### src/rtl/div_pkg.sv
// Shared definitions for the execute-stage restoring divider: FSM states,
// iteration count and the HI/LO split of the packed result.
package div_pkg;

    localparam int DIV_WIDTH  = 32;
    localparam int DIV_CYCLES = DIV_WIDTH;

    // result = {HI (remainder), LO (quotient)}
    localparam int LO_LSB = 0;
    localparam int LO_MSB = DIV_WIDTH - 1;
    localparam int HI_LSB = DIV_WIDTH;
    localparam int HI_MSB = 2 * DIV_WIDTH - 1;

    typedef enum logic [1:0] {
        ST_IDLE    = 2'd0,
        ST_DIVZERO = 2'd1,
        ST_BUSY    = 2'd2,
        ST_DONE    = 2'd3
    } div_state_t;

endpackage

### src/rtl/divider.sv
// Multi-cycle radix-2 restoring divider for DIV/DIVU; stalls the pipeline
// while busy and drops out immediately on an exception flush.
module divider
    import div_pkg::*;
#(
    parameter int WIDTH = DIV_WIDTH
) (
    input  logic                 clk,
    input  logic                 resetn,
    input  logic                 signed_div,
    input  logic [WIDTH-1:0]     opdata1,
    input  logic [WIDTH-1:0]     opdata2,
    input  logic                 start,
    input  logic                 annul,
    output logic [2*WIDTH-1:0]   result,
    output logic                 ready,
    output logic                 div_stall,
    output logic [1:0]           dbg_state
);

    localparam int CW = $clog2(WIDTH) + 1;

    div_state_t         state, next_state;
    logic               sgn_q, neg1_q, neg2_q;
    logic [WIDTH-1:0]   divisor_q;
    logic [2*WIDTH:0]   work_q;
    logic [CW-1:0]      count_q;

    logic               accept;
    logic [WIDTH-1:0]   mag1, mag2;
    logic [2*WIDTH:0]   shifted, step;
    logic [WIDTH+1:0]   trial;
    logic [WIDTH-1:0]   quo, rem, quo_fix, rem_fix;

    // Handshake: start is a level held by E; it is accepted only in IDLE and
    // never in the ready cycle, so the finishing DIV is not taken twice.
    assign accept    = (state == ST_IDLE) && start && !annul && !ready;
    assign div_stall = start & ~ready & ~annul;
    assign dbg_state = state;

    assign mag1 = (signed_div && opdata1[WIDTH-1]) ? (~opdata1 + 1'b1) : opdata1;
    assign mag2 = (signed_div && opdata2[WIDTH-1]) ? (~opdata2 + 1'b1) : opdata2;

    // One restoring step: upper part holds the partial remainder.
    assign shifted = work_q << 1;
    assign trial   = {1'b0, shifted[2*WIDTH:WIDTH]} - {2'b00, divisor_q};
    assign step    = trial[WIDTH+1] ? shifted
                                    : {trial[WIDTH:0], shifted[WIDTH-1:1], 1'b1};

    assign quo     = work_q[WIDTH-1:0];
    assign rem     = work_q[2*WIDTH-1:WIDTH];
    assign quo_fix = (sgn_q && (neg1_q ^ neg2_q)) ? (~quo + 1'b1) : quo;
    assign rem_fix = (sgn_q && neg1_q) ? (~rem + 1'b1) : rem;

    always_ff @(posedge clk or negedge resetn) begin
        if (!resetn) begin
            state <= ST_IDLE;
        end else begin
            state <= next_state;
        end
    end

    always_comb begin
        next_state = state;
        case (state)
            ST_IDLE: begin
                if (accept) begin
                    next_state = (opdata2 == '0) ? ST_DIVZERO : ST_BUSY;
                end
            end
            ST_BUSY: begin
                if (count_q == CW'(WIDTH - 1)) begin
                    next_state = ST_DONE;
                end
            end
            ST_DONE:    next_state = ST_IDLE;
            ST_DIVZERO: next_state = ST_IDLE;
            default:    next_state = ST_IDLE;
        endcase
        if (annul) begin
            next_state = ST_IDLE;
        end
    end

    always_ff @(posedge clk or negedge resetn) begin
        if (!resetn) begin
            sgn_q     <= 1'b0;
            neg1_q    <= 1'b0;
            neg2_q    <= 1'b0;
            divisor_q <= '0;
            work_q    <= '0;
            count_q   <= '0;
            result    <= '0;
            ready     <= 1'b0;
        end else begin
            ready <= 1'b0;
            if (!annul) begin
                case (state)
                    ST_IDLE: begin
                        if (accept) begin
                            sgn_q     <= signed_div;
                            neg1_q    <= opdata1[WIDTH-1];
                            neg2_q    <= opdata2[WIDTH-1];
                            divisor_q <= mag2;
                            count_q   <= '0;
                            // A zero divisor keeps the raw dividend for HI.
                            work_q    <= (opdata2 == '0) ? {{(WIDTH+1){1'b0}}, opdata1}
                                                         : {{(WIDTH+1){1'b0}}, mag1};
                        end
                    end
                    ST_BUSY: begin
                        work_q  <= step;
                        count_q <= count_q + CW'(1);
                    end
                    ST_DONE: begin
                        result <= {rem_fix, quo_fix};
                        ready  <= 1'b1;
                    end
                    ST_DIVZERO: begin
                        result <= {work_q[WIDTH-1:0], {WIDTH{1'b1}}};
                        ready  <= 1'b1;
                    end
                    default: ;
                endcase
            end
        end
    end

endmodule

### config.mk
export PLATFORM = sky130hd
export DESIGN_NAME = divider
export DESIGN_NICKNAME = d
export VERILOG_FILES = /design/src/rtl/div_pkg.sv /design/src/rtl/divider.sv
export SDC_FILE = /design/constraint.sdc
export NUM_CORES = 1
export LEC_CHECK = 0
export ABC_AREA = 1
export CAP_MARGIN = 20
export CORE_ASPECT_RATIO = 0.7
export CORE_MARGIN = 2
export CORE_UTILIZATION = 51
export CTS_BUF_LIST = sky130_fd_sc_hd__clkbuf_8
export CTS_CLUSTER_DIAMETER = 200
export DETAILED_ROUTE_END_ITERATION = 10
export HOLD_SLACK_MARGIN = 0.1
export PLACE_DENSITY = 0.73
export REMOVE_ABC_BUFFERS = 1
export SYNTH_ARGS = -nofsm -noshare
export SYNTH_HDL_FRONTEND = slang
export SYNTH_SLANG_ARGS = --single-unit
### constraint.sdc
create_clock -name clk -period 5.31 [get_ports clk]
set_input_delay 0.7965 -clock clk [delete_from_list [all_inputs] [get_ports clk]]
set_output_delay 0.7965 -clock clk [all_outputs]
set_load 0.03 [all_outputs]
Yosys cells after proc, flatten, opt, wreduce, memory -nomap -nowiden

Index checks and enable logic that the tools add are counted.

Add/subtract/negate cells: 6
Equal/unequal tests: 7
Mux-type cells: 18
Bitwise gates (word level): 9
Reduce and logical (&&, ||, !) cells: 18

Operators by type and width:

| cell                                                                  | count |
|---|---|
| 64-bit case mux with 2 select lines                                   | 2 |
| 32-bit two-way mux                                                    | 5 |
| 32-bit by 1-bit adder with 32-bit output, second input constant       | 4 |
| 64-bit two-way mux                                                    | 2 |
| 32-bit NOT                                                            | 4 |
| 33-bit by 32-bit subtractor with 34-bit output                        | 1 |
| 32-bit logical NOT                                                    | 1 |
| 6-bit case mux with 2 select lines                                    | 1 |
| 2-bit two-way mux                                                     | 4 |
| 1-bit logical AND                                                     | 7 |
| 6-bit by 1-bit adder with 6-bit output, second input constant         | 1 |
| 6-bit by 5-bit equality test with 1-bit output, second input constant | 1 |
| 6-bit two-way mux                                                     | 1 |
| 3-bit != test, second input constant                                  | 2 |
| 2-bit case mux with 3 select lines                                    | 1 |
| 3-bit AND reduction                                                   | 2 |
| 2-bit equality test, second input constant                            | 2 |
| 2-bit AND reduction                                                   | 2 |
| 2-bit nonzero test                                                    | 2 |
| 1-bit bitwise AND                                                     | 2 |
| 2-bit by 1-bit equality test with 1-bit output, second input constant | 1 |
| 1-bit logical NOT                                                     | 2 |
| 2-bit logical NOT                                                     | 1 |
| 1-bit two-way mux                                                     | 2 |
| 4 further kinds                                                       | 5 |

Flip-flop bits (word level): 172
Bits of input ports: 69
Output and inout port bits: 68
Logic and storage cells: 67

Longest topological paths before layout

Depth after elaboration: 7
Mapped depth: 17
Depth with buffers taken out: 16

Worst setup path after synthesis

No wires, ideal clock.

Kind: input -> register
From: in opdata2[1]
To: reg work_q[3]
Setup time: 0.117 ns
Arrival time: 2.141 ns
Required time: 5.193 ns
Setup slack: 3.052 ns
Stages on the path: 15
Buffers on the path: 2
Cells stage by stage: inv_1 -> ha_1 -> nand3_1 -> nor2_2 -> nand2_2 -> nor2_2 -> nand2_1 -> nand2_2 -> buf_6 -> inv_6 -> buf_6 -> nand3b_1 -> nand3_1 -> nand2_1 -> nand2_1

Cells in the longest elaborated chain, start to end: 4

RTL lines:

| element                             | RTL line       | source |
|---|---|---|
| from (decl)                         | divider.sv:12  | `input logic [WIDTH-1:0] opdata2,` |
| 32-bit logical NOT                  | divider.sv:107 | `work_q <= (opdata2 == '0) ? {{(WIDTH+1){1'b0}}, opdata1}` |
| 32-bit two-way mux                  | divider.sv:107 |  |
| 64-bit two-way mux                  | divider.sv:100 | `if (accept) begin` |
| 64-bit case mux with 2 select lines | divider.sv:98  | `case (state)` |
| to (signal assigned)                | divider.sv:107 |  |
| to (signal assigned)                | divider.sv:112 | `work_q <= step;` |
| to (decl)                           | divider.sv:26  | `logic [2*WIDTH:0] work_q;` |

No other way between the ends. The select of a mux whose other input is x is not followed.
A chain may end at the register's enable or synchronous reset.

Worst setup path in the final report

From: in signed_div
To: reg divisor_q[30]

Cells in the longest elaborated chain, start to end: 2

RTL lines:

| element              | RTL line       | source |
|---|---|---|
| from (decl)          | divider.sv:10  | `input logic signed_div,` |
| 1-bit logical AND    | divider.sv:42  | `assign mag2 = (signed_div && opdata2[WIDTH-1]) ? (~opdata2 + 1'b1) : opdata2;` |
| 32-bit two-way mux   | divider.sv:42  |  |
| to (signal assigned) | divider.sv:104 | `divisor_q <= mag2;` |
| to (decl)            | divider.sv:25  | `logic [WIDTH-1:0] divisor_q;` |

No other way between the ends.

==> flow_metrics.tcl <==
set metrics [dict create \
    status "finished, final reports clean" \
    cts_buffers 17 \
    max_freq_ghz 0.315 \
    power.leakage_nw 8.25 \
    htree_levels 4 \
    met1_usage_pct 56.1 \
    yosys_most_used_dff "dfrtp_1" \
    synth_fa_ha_area_share_pct 3.49 \
    vias_per_cell 5.63 \
    drive_gt1_share_pct 3.51 \
    finalHoldViolCount 0 \
    finalWirelength_mm 50.2 \
    syn2layout_area_growth_pct 14.8 \
    hold_ws_ps 193 \
    busiest_layer "met1" \
    path_class "input port to register" \
    seqCellArea_um2 4300 \
    cts_buffer_depth 2 \
    start_kind "input port" \
    grt.overflow.total 0 \
    power.total_mw 10.0 \
    synthMuxAreaShare_pct 0 \
    finalSetupViolations 0 \
    dieArea_um2 28500 \
    ys_warn_count 0 \
    max_slew_margin_pct 43.7 \
    drt_iter0_markers 2022 \
    met3_usage_pct 13.1 \
    fp.dieW_um 201 \
    dieHeight_um 142 \
    drt-pass1-iter-count 6 \
    tns_ps 0 \
    min_period_over_period_pct 59.8 \
    holdBufCountCts 0 \
    hold_class "input port to async pin" \
    yosys.cell_count.top_type "nand2_1" \
    multi_input_area_um2 8030 \
    worst_pin_slew_ps 835 \
    use_met2_pct 45.5 \
    powerDensity_nw_per_um2 631 \
    start_util_pct 51.8 \
    synth_common_cells "806 x nand2_1, 294 x inv_1, 233 x nand3_1" \
    route.vias.total 15400 \
    synth-compound-area-share_pct 9.87 \
    synthSimpleGateAreaFrac_pct 41.8 \
    ys_seq_area_share_pct 31.1 \
    synthCells 2258 \
    place_hpwl_mm 39.1 \
    std_cell_rows 50 \
    nNetsFinal 2461 \
    crit_arrival_ps 3540 \
    slew_viol_final 0 \
    mappedNetlistArea_um2 13800 \
    io_pins 137 \
    yosys_register_bits 172 \
    synth_xor_area_share_pct 2.85 \
    fill_cells 2696 \
    avgSynthCellArea_um2 6.12 \
    synth_top_family_by_area "simple AND/OR/NAND/NOR gates" \
    synthArstFlopShare_pct 100 \
    crit_path_end_kind "register" \
    grt_max_degree 137 \
    numClockSinks 172 \
    core_region_area_um2 26700 \
    ys_types 47 \
    cp_max_fo 25 \
    grt_pass1_vias 13800 \
    cts.reportedPaths.clkPinSlew_ps 90 \
    cts_tree "built" \
    wl_per_cell_um 18.4 \
    worst-endpoint-required_ps 5670 \
    synth-edff-count 0 \
    grt_pass1_wl_mm 78.4 \
    cts_resized 0 \
    post_cts_buffers 0 \
    ys_top_cells_by_area "dfrtp_1 31%, nand2_1 22%, nand3_1 8.4%" \
    clk_latency_ps 490 \
    yosys.area.top_type_share_pct 31.1 \
    ir_worst_vdd_mv 0.347 \
    fin_skew_ps 15.3 \
    antenna_found_initial 0 \
    n_antenna_cell 0 \
    min_period_ps 3180 \
    ant_nets 0 \
    drc 0 \
    rsz0062_at_grt "false" \
    grt_usage_pct 35.5 \
    clock-root-buffer "clkbuf_8" \
    port-buffer-count 136 \
    place.gp.congestion 1.00 \
    yosysTopAreaCell "dfrtp_1" \
    drv_cap 0 \
]
## placed cells by master (no fill, tap or decap), types with 3 or more instances in the layout
cell,instances
a21oi_1,91
a31oi_1,9
and2_1,5
buf_4,9
bufinv_16,5
clkbuf_8,19
clkdlybuf4s50_1,135
clkinv_1,3
dfrtp_1,172
ha_1,37
inv_1,296
inv_2,9
nand2_1,806
nand2_2,5
nand3_1,232
nand3_2,3
nand3b_1,21
nand4_1,28
nor2_1,224
nor2_2,11
nor2_4,4
nor3_1,29
nor4_1,3
o211ai_1,8
o21ai_0,104
o21ai_1,6
o21bai_1,3
o221ai_1,9
o22ai_1,8
or2_2,3
xnor2_1,20
xor2_1,25
## per-layer routing
metal	part of all wire (%)	routed length (um)
met5	0	0
met4	0.65	324
met3	14	7230
met2	37	18500
met1	48	24100
## logic make-up after synthesis
group           count (synthesis)
simple gates                 1377
buf+inv                       377
compound gates                249
flops                         172
xor+xnor                       45
fa+ha+maj                      38
## worst max-delay path, stage by stage
cell and delay, ps:
clkdlybuf4s50_1 540, nand2_1 530, inv_1 530, nand2_1 260
nand2_1 120, nor2_1 330, nand2_1 130, nor2_1 100
nand3b_1 100, o21ai_0 80
## worst paths after layout
path	from	to	slack, ps	cells past startpoint
worst max-delay path	signed_div	divisor_q[30]	2130	10
worst min-delay path	resetn	divisor_q[0]	190	1
worst max register to register	work_q[51]	work_q[0]	2300	11
worst min register to register	result[49]	result[49]	480	2
max in group asynchronous	resetn	result[7]	4000	2
min in group clk	result[49]	result[49]	480	2
## power by group
| group | switching (mW) | leakage [nW] | internal (mW) |
|---|---|---|---|
| Sequential | 0.612 | 2.18 | 1.83 |
| Combinational | 4.40 | 5.84 | 2.07 |
| Clock | 0.530 | 0.231 | 0.581 |
| Total | 5.54 | 8.25 | 4.48 |
## metrics by stage
stage          instances  util [%]  instance area, um^2  setup slack (ps)
3_5_place_dp        2699      57.7                15400              1750
3_3_place_gp        2699      57.7                15400              1880
2_1_floorplan       2188         -                13500              1550
6_report            2730      59.4                15900              2130
4_1_cts             2730      59.4                15900              2210
5_1_grt             2730      59.4                15900              2020
## final cells by class
cell class	count	area share [%]
Multi-Input combinational cell	1709	50.6
Sequential cell	172	27.1
Timing Repair Buffer	147	9.26
Inverter	307	7.29
Tap cell	364	2.87
Clock buffer	19	1.65
Clock inverter	12	1.23
## flip-flops by register name, summed over array words and instances (netlist names)
name / flops
sgn_q: 1
ready: 1
count_q: 6
result: 64
neg2_q: 1
dbg_state: 2
neg1_q: 1
work_q: 64
divisor_q: 32
Note: power is estimated with default switching activity, not from simulation.
==> RTL change (config.mk and constraints unchanged) <==
The package constant `DIV_WIDTH` goes from 32 to 16.
--- a/src/rtl/div_pkg.sv
+++ b/src/rtl/div_pkg.sv
@@ -3,5 +3,5 @@
 package div_pkg;
 
-    localparam int DIV_WIDTH  = 32;
+    localparam int DIV_WIDTH  = 16;
     localparam int DIV_CYCLES = DIV_WIDTH;
 
Interface: changed (resized opdata1, opdata2 and result); port bits go from 137 to 73. No check against the original RTL was run, so the function may have changed too.
==> RTL change against the unedited design <==
  * Wire length fell by 64%
  * Sequential share of layout area rose by 2.6 points
  * Power fell by 53%
  * Area after synthesis fell by 52%
  * Global-route usage fell by 8.2 points
  * Synthesized cell count fell by 56%
  * Via count fell by 57%
  * Sequential cell count fell by 81
  * First-iteration DRC count fell by 71%
  * Die area fell by 51%
  * Cell area fell by 52%
  * Clock power fell by 62%
  * Setup slack improved by 110 ps
  * Critical path type is now input port to output port
==> RTL change: results (changes against the unedited design) <==
[clock_tree]
htree_levels = 3  ; -1
clock_latency_ps = 370  ; -120 ps

[power_and_ir_drop]
p_leak_nw = 3.94  ; -52%
power.share.switching = 0.525  ; -0.0280
peakVddDrop_mv = 0.217  ; -37%

[drt]
wirelength_um = 18200  ; -64%
first_pass_iters = 5  ; -1
drtIter0Drc = 580  ; -71%
via_per_inst = 5.42  ; -3.7%

[setup_path]
ff2ff_setup_slack_ps = 2630  ; +330 ps
worstPathMaxFanout = 4  ; -84%
r2r_cells = 8  ; -3
cp.arrival_ps = 2270  ; -1270 ps

[layout]
nFillCells = 1219  ; -55%
fin_nets = 1123  ; -54%

[place]
portBuffers = 72  ; -47%
gp_congestion = 0.923  ; -8.1%
dp_hpwl_um = 14000  ; -64%

[grt]
grt_first_pass_wirelength_um = 30700  ; -61%
grt_pass1_vias = 6093  ; -56%
track_usage = 0.273  ; -0.0815

[sta]
max_slew_margin = 0.425  ; -0.0123
hold-worst-slack_ps = 378  ; +185 ps

[logic_synthesis]
synth_area_leaders = dfrtp_1 34%, nand2_1 17%, nand3_1 7.6%, inv_1 7.6%, nor2_1 4.7%
synth_commonest_cells = 300 x nand2_1, 136 x inv_1, 102 x nand3_1, 91 x dfrtp_1, 84 x nor2_1

[outcome]
status = finished, final reports clean

-- RTL change: cell count changes in the layout (fill, tap and decap cells not counted), moves of 54 or more --
cell             delta
inv_1             -157
dfrtp_1            -81
nand3_1           -130
nor2_1            -140
nand2_1           -506
clkdlybuf4s50_1    -64
o21ai_0            -54
-- RTL change: final cells by class --
class,instances,area share
multi-input cells,737,0.483
flip-flops and latches,91,0.298
repair buffers,76,0.0978
inverters,148,0.0726
well taps,162,0.0265
clock buffers,10,0.0180
clock inverters,6,0.00458
-- RTL change: cell families (layout without fill, tap and decap cells) --
| logic type | Yosys count | in the layout | share of synthesized area |
|---|---|---|---|
| AND/OR/NAND/NOR | 548 | 548 | 0.360 |
| buffers and inverters | 174 | 240 | 0.106 |
| AO/OA/AOI/OAI | 141 | 141 | 0.117 |
| flip-flops | 91 | 91 | 0.341 |
| XOR/XNOR | 24 | 24 | 0.0315 |
| adder cells (fa/ha/maj) | 23 | 23 | 0.0442 |
| multiplexers | 1 | 1 | 0.00150 |
-- RTL change: power groups by stage --
stage | Sequential, mW | Clock (mW) | Combinational, mW
6_report | 1.28 | 0.425 | 2.97
3_5_place_dp | 1.29 | 0 | 2.91
3_3_place_gp | 1.28 | 0 | 2.88
2_1_floorplan | 1.42 | 0 | 1.90
5_1_grt | 1.32 | 0.463 | 3.33
4_1_cts | 1.27 | 0.433 | 2.93
-- RTL change: worst register-to-register path: stages, from the launching register on --
cell      delay (ps)
dfrtp_1          650
inv_1            300
nor2_2           580
inv_2            300
nor2_1           180
buf_4            280
nand3_1          130
o211ai_1         120
inv_1             50
-- RTL change: final timing paths --
kind | from | end
max | annul | div_stall
min | resetn | divisor_q[9]
max reg2reg | dbg_state[1] | work_q[0]
min reg2reg | result[22] | result[22]
max in group asynchronous | resetn | result[31]
min in group clk | result[22] | result[22]
-- RTL change: routing by layer --
| layer | GRT usage | wire length [µm] | up-vias |
|---|---|---|---|
| met3 | 0.0467 | 1490 | 14 |
| met2 | 0.370 | 6970 | 246 |
| met1 | 0.450 | 9590 | 3058 |
| met5 | 0 | 0 | - |
| met4 | 0.0538 | 176 | 0 |
| li1 | - | - | 3354 |
-- RTL change: through the flow --
stage                      util  cells  power [mW]  setup slack [ps]  instance area, µm²
after floorplan               -    976        3.32              2760                6530
after global placement    0.594   1214        4.17              2290                7480
after detailed placement  0.594   1214        4.20              2260                7480
after CTS                 0.608   1230        4.64              2250                7650
after global routing      0.608   1230        5.11              2220                7650
final                     0.608   1230        4.68              2240                7650
